[src/rtl/async_fifo_pkg.sv]
// Shared defaults for the async_fifo slice: word width, address width and the
// pointer width that carries the extra wrap bit.
package async_fifo_pkg;

  localparam int DEPTH_SIZE = 8;
  localparam int ARRAY_SIZE = 4;
  localparam int PTR_W      = ARRAY_SIZE + 1;

endpackage : async_fifo_pkg

[src/rtl/async_fifo_sync_2ff.sv]
// Two-flop pointer synchronizer, cleared to zero by the asynchronous active-low reset.
module sync_2ff #(
  parameter int WIDTH = 1
) (
  input  logic             clk,
  input  logic             rst_n,
  input  logic [WIDTH-1:0] d,
  output logic [WIDTH-1:0] q
);

  logic [WIDTH-1:0] meta_reg;
  logic [WIDTH-1:0] sync_reg;

  always_ff @(posedge clk or negedge rst_n) begin
    if (!rst_n) begin
      meta_reg <= '0;
      sync_reg <= '0;
    end else begin
      meta_reg <= d;
      sync_reg <= meta_reg;
    end
  end

  assign q = sync_reg;

endmodule : sync_2ff

[src/rtl/async_fifo.sv]
// Elastic FIFO with Gray-coded, cross-synchronized pointers; both sides run on wclk
// today, but the flag logic already assumes the pointers arrive through synchronizers.
module async_fifo
  import async_fifo_pkg::*;
#(
  parameter int DepthSize = DEPTH_SIZE,
  parameter int ArraySize = ARRAY_SIZE
) (
  input  logic                 wclk,
  input  logic                 wrst_n,
  input  logic                 wreq,
  input  logic [DepthSize-1:0] wdata,
  input  logic                 rreq,
  output logic [DepthSize-1:0] rdata,
  output logic                 wfull,
  output logic                 rempty
);

  localparam int PtrW    = ArraySize + 1;
  localparam int Entries = 2 ** ArraySize;

  function automatic logic [PtrW-1:0] bin2gray(input logic [PtrW-1:0] bin);
    return bin ^ (bin >> 1);
  endfunction

  logic [DepthSize-1:0] mem [Entries];

  logic [PtrW-1:0] wbin_reg, wbin_next;
  logic [PtrW-1:0] wgray_reg, wgray_next;
  logic [PtrW-1:0] rbin_reg, rbin_next;
  logic [PtrW-1:0] rgray_reg, rgray_next;
  logic [PtrW-1:0] wq2_rptr, rq2_wptr;
  logic            wfull_reg, wfull_next;
  logic            rempty_reg, rempty_next;
  logic            winc, rinc;

  // ---------------- write side ----------------
  assign winc       = wreq && !wfull_reg;
  assign wbin_next  = wbin_reg + {{(PtrW-1){1'b0}}, winc};
  assign wgray_next = bin2gray(wbin_next);
  // Full when the next write pointer equals the read pointer with its top two Gray bits flipped.
  assign wfull_next = (wgray_next == {~wq2_rptr[ArraySize:ArraySize-1], wq2_rptr[ArraySize-2:0]});

  always_ff @(posedge wclk or negedge wrst_n) begin
    if (!wrst_n) begin
      wbin_reg  <= '0;
      wgray_reg <= '0;
      wfull_reg <= 1'b0;
    end else begin
      wbin_reg  <= wbin_next;
      wgray_reg <= wgray_next;
      wfull_reg <= wfull_next;
    end
  end

  // Storage is deliberately left out of reset; rdata is only meaningful while not empty.
  always_ff @(posedge wclk) begin
    if (winc) begin
      mem[wbin_reg[ArraySize-1:0]] <= wdata;
    end
  end

  // ---------------- read side ----------------
  assign rinc        = rreq && !rempty_reg;
  assign rbin_next   = rbin_reg + {{(PtrW-1){1'b0}}, rinc};
  assign rgray_next  = bin2gray(rbin_next);
  assign rempty_next = (rgray_next == rq2_wptr);

  always_ff @(posedge wclk or negedge wrst_n) begin
    if (!wrst_n) begin
      rbin_reg   <= '0;
      rgray_reg  <= '0;
      rempty_reg <= 1'b1;
    end else begin
      rbin_reg   <= rbin_next;
      rgray_reg  <= rgray_next;
      rempty_reg <= rempty_next;
    end
  end

  // First-word fall-through: the head entry is visible without a read cycle.
  assign rdata = mem[rbin_reg[ArraySize-1:0]];

  // ---------------- pointer crossings ----------------
  sync_2ff #(.WIDTH(PtrW)) u_sync_w2r (
    .clk   (wclk),
    .rst_n (wrst_n),
    .d     (wgray_reg),
    .q     (rq2_wptr)
  );

  sync_2ff #(.WIDTH(PtrW)) u_sync_r2w (
    .clk   (wclk),
    .rst_n (wrst_n),
    .d     (rgray_reg),
    .q     (wq2_rptr)
  );

  assign wfull  = wfull_reg;
  assign rempty = rempty_reg;

endmodule : async_fifo

[config.mk]
export PLATFORM = sky130hd
export DESIGN_NAME = async_fifo
export DESIGN_NICKNAME = d
export VERILOG_FILES = /design/src/rtl/async_fifo_pkg.sv /design/src/rtl/async_fifo_sync_2ff.sv /design/src/rtl/async_fifo.sv
export SDC_FILE = /design/constraint.sdc
export NUM_CORES = 1
export LEC_CHECK = 0
export ABC_AREA = 1
export ABC_CLOCK_PERIOD_IN_PS = 1560
export BUFFER_PORTS_ARGS = -buffer_cell sky130_fd_sc_hd__buf_2
export CORE_UTILIZATION = 55
export DETAILED_ROUTE_END_ITERATION = 8
export GPL_TIMING_DRIVEN = 0
export PLACE_DENSITY = 0.74
export SLEW_MARGIN = 10
export SYNTH_ARGS = -nofsm -noshare
export SYNTH_HDL_FRONTEND = slang
export SYNTH_SLANG_ARGS = --single-unit
[constraint.sdc]
create_clock -name wclk -period 1.56 [get_ports wclk]
set_input_delay 0.312 -clock wclk [delete_from_list [all_inputs] [get_ports wclk]]
set_output_delay 0.312 -clock wclk [all_outputs]
set_load 0.1 [all_outputs]
==> impl_metrics.env <==
export IMPL_num_io_pins=22
export IMPL_power_ir_vdd_worst_mv=2.538
export IMPL_syn_inst=564
export IMPL_layout_drive_gt1_share_pct=32.21
export IMPL_synthFlopType="sky130_fd_sc_hd__edfxtp_1"
export IMPL_grt_remaining_overflow=0
export IMPL_final_cell_area_um2=8846
export IMPL_category_of_cells_accounting_for_the_largest_share_of_critical_path_delay="buffers and inverters"
export IMPL_clock_path_buffers=2
export IMPL_cellPowerDensity_nw_per_um2=2388
export IMPL_grt_max_degree=41
export IMPL_cts_tree="done"
export IMPL_cp_num_buf_inv=5
export IMPL_floorplan_core_area_um2=11960
export IMPL_antenna_violations_before_repair=0
export IMPL_largest_register_ff_count=128
export IMPL_synth_enable_flop_cells=128
export IMPL_postCtsHoldBufs=0
export IMPL_cts_reportedPaths_clkPinSlew_ns=0.07
export IMPL_max_freq_mhz=411.4
export IMPL_fp_row_count=40
export IMPL_area_growth_pct=31.66
export IMPL_die_area_um2=12660
export IMPL_pins_over_slew_limit=0
export IMPL_comb_power_share_pct=51.1
export IMPL_yosysSeqAreaShare_pct=72.12
export IMPL_insertedDiodeCount=0
export IMPL_clock_power_share_pct=19.8
export IMPL_die_width_um=112.5
export IMPL_share_of_async_settable_or_async_resettable_flops_after_synthesis_pct=23.81
export IMPL_drcViolationCount=0
export IMPL_routed_via_count=4742
export IMPL_critical_path_most_common_cell="sky130_fd_sc_hd__buf_8"
export IMPL_mappedNetlistNets=581
export IMPL_placed_area_um2=7282
export IMPL_route_final_wire_length_um=17330
export IMPL_timing_max_slew_rel_slack_pct=42.03
export IMPL_crit_type="reg2out"
export IMPL_cts_sinks=168
export IMPL_cpMaxStageDelayCell="sky130_fd_sc_hd__dfrtp_1"
export IMPL_floorplan_initialDensity_pct=56.17
export IMPL_first_global_vias=4848
export IMPL_most_used_standard_cells_in_the_synthesized_netlist="128 x sky130_fd_sc_hd__edfxtp_1, 112 x sky130_fd_sc_hd__nor2_1, 83 x sky130_fd_sc_hd__nand2_1"
export IMPL_dp_slack_ns=-0.7489
export IMPL_number_of_filler_cells_placed_in_the_layout=704
export IMPL_fin_hold_ws_ns=-0.005966
export IMPL_groute_usage_overall_pct=28.57
export IMPL_synthesized_area_per_cell_um2=11.91
export IMPL_detailed_place_hpwl_um=10070
export IMPL_worst_setup_path_start_kind="flop"
export IMPL_cp_data_arrival_time_ns=2.12
export IMPL_worst_setup_path_end_kind="primary output"
export IMPL_finalSetupViolCount=119
export IMPL_drv_cap=0
export IMPL_holdCritPathClass="in2async"
export IMPL_gp_congestion=0.8793
export IMPL_route_antenna_remaining_nets=0
export IMPL_failed_checks="hold timing, setup timing"
export IMPL_clk_latency_ns=0.43
export IMPL_switching_power_w=0.009119
export IMPL_p_int_w=0.01201
export IMPL_yosysWarningCount=0
export IMPL_wire_per_inst_um=21.69
export IMPL_rsz0062_at_grt="true"
export IMPL_final_setup_skew_ns=0.007793
export IMPL_power_sequential_fraction_pct=29.1
export IMPL_actual_transition_at_the_worst_max_transition_pin_ns=0.8696
export IMPL_detail_route_iter0_violations=579
export IMPL_setup_total_negative_slack_ns=-10.73
export IMPL_cts_made_buffers=17
export IMPL_die_y_um=112.5
export IMPL_timing_critical_path_slowest_cell_delay_ns=0.41
export IMPL_finalNetCount=656
export IMPL_seq_area_um2=4853
export IMPL_synthMostInstantiatedCell="sky130_fd_sc_hd__edfxtp_1"
export IMPL_post_route_worst_setup_slack_ns=-0.8710
export IMPL_leakage_nw=3.304
export IMPL_switching_share_pct=43.16
export IMPL_dpl_cell_count=732
export IMPL_synth_distinct_cells=27
export IMPL_synth_top_cells_by_area="sky130_fd_sc_hd__edfxtp_1 57%, sky130_fd_sc_hd__dfrtp_1 15%, sky130_fd_sc_hd__nor2_1 6.3%"
export IMPL_yosys_area_top_type_share_pct=57.21
export IMPL_status="finished, violations left"
export IMPL_cts_max_level=4
export IMPL_report_final_hold_viol_count=28
export IMPL_cts_root_buffer="sky130_fd_sc_hd__clkbuf_16"
export IMPL_cell_area_after_technology_mapping_um2=6719
export IMPL_grt_first_pass_wirelength_um=26320
export IMPL_count_of_input_and_output_buffers=21
export IMPL_critical_path_cell_list="buf_8 -> inv_12 -> buf_8 -> buf_6 -> o21ai_1 -> o211ai_1 -> nand3_1 -> nand2_4 -> buf_12"
export IMPL_synth_seq_cells=168
export IMPL_multi_input_area_um2=2106
export IMPL_critPathMaxFanout=7
export IMPL_synth_top_cell_by_area="sky130_fd_sc_hd__edfxtp_1"
export IMPL_critical_path_required_ns=1.25
export IMPL_drt_pass1_iter_count=5
export IMPL_finish_cell_count_without_fillers=799
export IMPL_layout_min_cycle_time_ns=2.431
export IMPL_layout_worst_path_cycle_share_pct=155.8
export IMPL_route_detailed_vias_per_inst=5.935
worst reg2reg max path: stages (launching register included):
cell	delay, ns
sky130_fd_sc_hd__dfrtp_1	0.41
sky130_fd_sc_hd__buf_4	0.15
sky130_fd_sc_hd__buf_4	0.13
sky130_fd_sc_hd__ha_4	0.17
sky130_fd_sc_hd__ha_4	0.30
sky130_fd_sc_hd__inv_4	0.05
sky130_fd_sc_hd__nand2_2	0.07
sky130_fd_sc_hd__nand3b_1	0.09
sky130_fd_sc_hd__nand2_1	0.10
sky130_fd_sc_hd__nand3_1	0.10
sky130_fd_sc_hd__nor2_1	0.11
sky130_fd_sc_hd__nand2_1	0.05
sky130_fd_sc_hd__nor2_1	0.12
final timing paths:
| kind | startpoint | end | slack (ns) | cells past startpoint |
|---|---|---|---|---|
| worst max-delay path | rbin_reg[0] | rdata[1] | -0.87 | 9 |
| worst max register to register | rbin_reg[0] | rempty | -0.34 | 12 |
| worst min register to register | u_sync_w2r.meta_reg[0] | u_sync_w2r.q[0] | 0.35 | 0 |
| worst min-delay path | wrst_n | rgray_reg[0] | -0.006 | 1 |
| max in group asynchronous | wrst_n | wfull | 0.93 | 1 |
| min in group wclk | wdata[7] | mem[13][7] | 0.26 | 1 |
what timing repair did:
action                     CTS  global route
setup buffers               21            12
resized for setup          104            42
pin swaps                   43            50
setup endpoints to repair   56           102
cloned                       4             0
cell type report:
class / instances / area share [%]
timing repair inverter: 1 / 0.07072
multi-input combinational: 346 / 23.80
inverter: 26 / 1.315
clock inverter: 12 / 1.089
buffer: 24 / 2.546
timing repair buffer: 55 / 8.571
clock buffer: 20 / 5.658
sequential: 168 / 54.87
tap: 147 / 2.079
metal layers:
metal / track usage (%) / up-vias / part of all wire, %
met5: 0 / - / 0
met4: 13.16 / 0 / 3.0
met3: 6.048 / 48 / 8.1
met2: 48.90 / 237 / 53
met1: 35.05 / 2330 / 36
li1: - / 2127 / -
power groups by stage:
| stage | logic, W | registers (W) | clock network (W) |
|---|---|---|---|
| after floorplan | 0.00595 | 0.00622 | 0 |
| after global placement | 0.00762 | 0.00615 | 0 |
| after detailed placement | 0.00782 | 0.00617 | 0 |
| after CTS | 0.0101 | 0.00611 | 0.00418 |
| after global routing | 0.0114 | 0.00622 | 0.00438 |
| final | 0.0108 | 0.00615 | 0.00417 |
cell families (layout without fill, tap and decap cells):
group                    count (synthesis)  count (layout)  share of synthesized area (%)
adder cells (fa/ha/maj)                  5               5                         0.9311
buffers and inverters                   50             138                          3.501
AO/OA/AOI/OAI                           95              95                          8.175
AND/OR/NAND/NOR                        246             246                          15.27
flip-flops                             168             168                          72.12
stage by stage:
step	utilization, %	total power (W)
final	73.95	0.02113
after CTS	71.52	0.02039
after global routing	73.95	0.02204
after floorplan	-	0.01217
after detailed placement	60.88	0.01399
after global placement	60.88	0.01377
cells in the final DEF, fill, tap and decap left out, types with 2 or more instances in the layout:
master                      instances
sky130_fd_sc_hd__a21oi_1            2
sky130_fd_sc_hd__buf_12            24
sky130_fd_sc_hd__buf_16             2
sky130_fd_sc_hd__buf_2             14
sky130_fd_sc_hd__buf_4             18
sky130_fd_sc_hd__buf_6             11
sky130_fd_sc_hd__buf_8              6
sky130_fd_sc_hd__clkbuf_16         20
sky130_fd_sc_hd__clkbuf_2           3
sky130_fd_sc_hd__clkinv_2           3
sky130_fd_sc_hd__dfrtp_1           38
sky130_fd_sc_hd__edfxtp_1         128
sky130_fd_sc_hd__ha_4               4
sky130_fd_sc_hd__inv_1             14
sky130_fd_sc_hd__inv_2              8
sky130_fd_sc_hd__inv_4              4
sky130_fd_sc_hd__inv_6              6
sky130_fd_sc_hd__nand2_1           52
sky130_fd_sc_hd__nand2_2           23
sky130_fd_sc_hd__nand2_4           15
sky130_fd_sc_hd__nand3_1           25
sky130_fd_sc_hd__nand3_2            4
sky130_fd_sc_hd__nand3_4            5
sky130_fd_sc_hd__nand3b_1           5
sky130_fd_sc_hd__nand4_1            3
sky130_fd_sc_hd__nor2_1            88
sky130_fd_sc_hd__nor2_2             5
sky130_fd_sc_hd__nor2_4            20
sky130_fd_sc_hd__o211ai_1          28
sky130_fd_sc_hd__o21ai_0           31
sky130_fd_sc_hd__o21ai_1           26
sky130_fd_sc_hd__o21ai_2            5
Note: power is estimated with default switching activity, not from simulation.
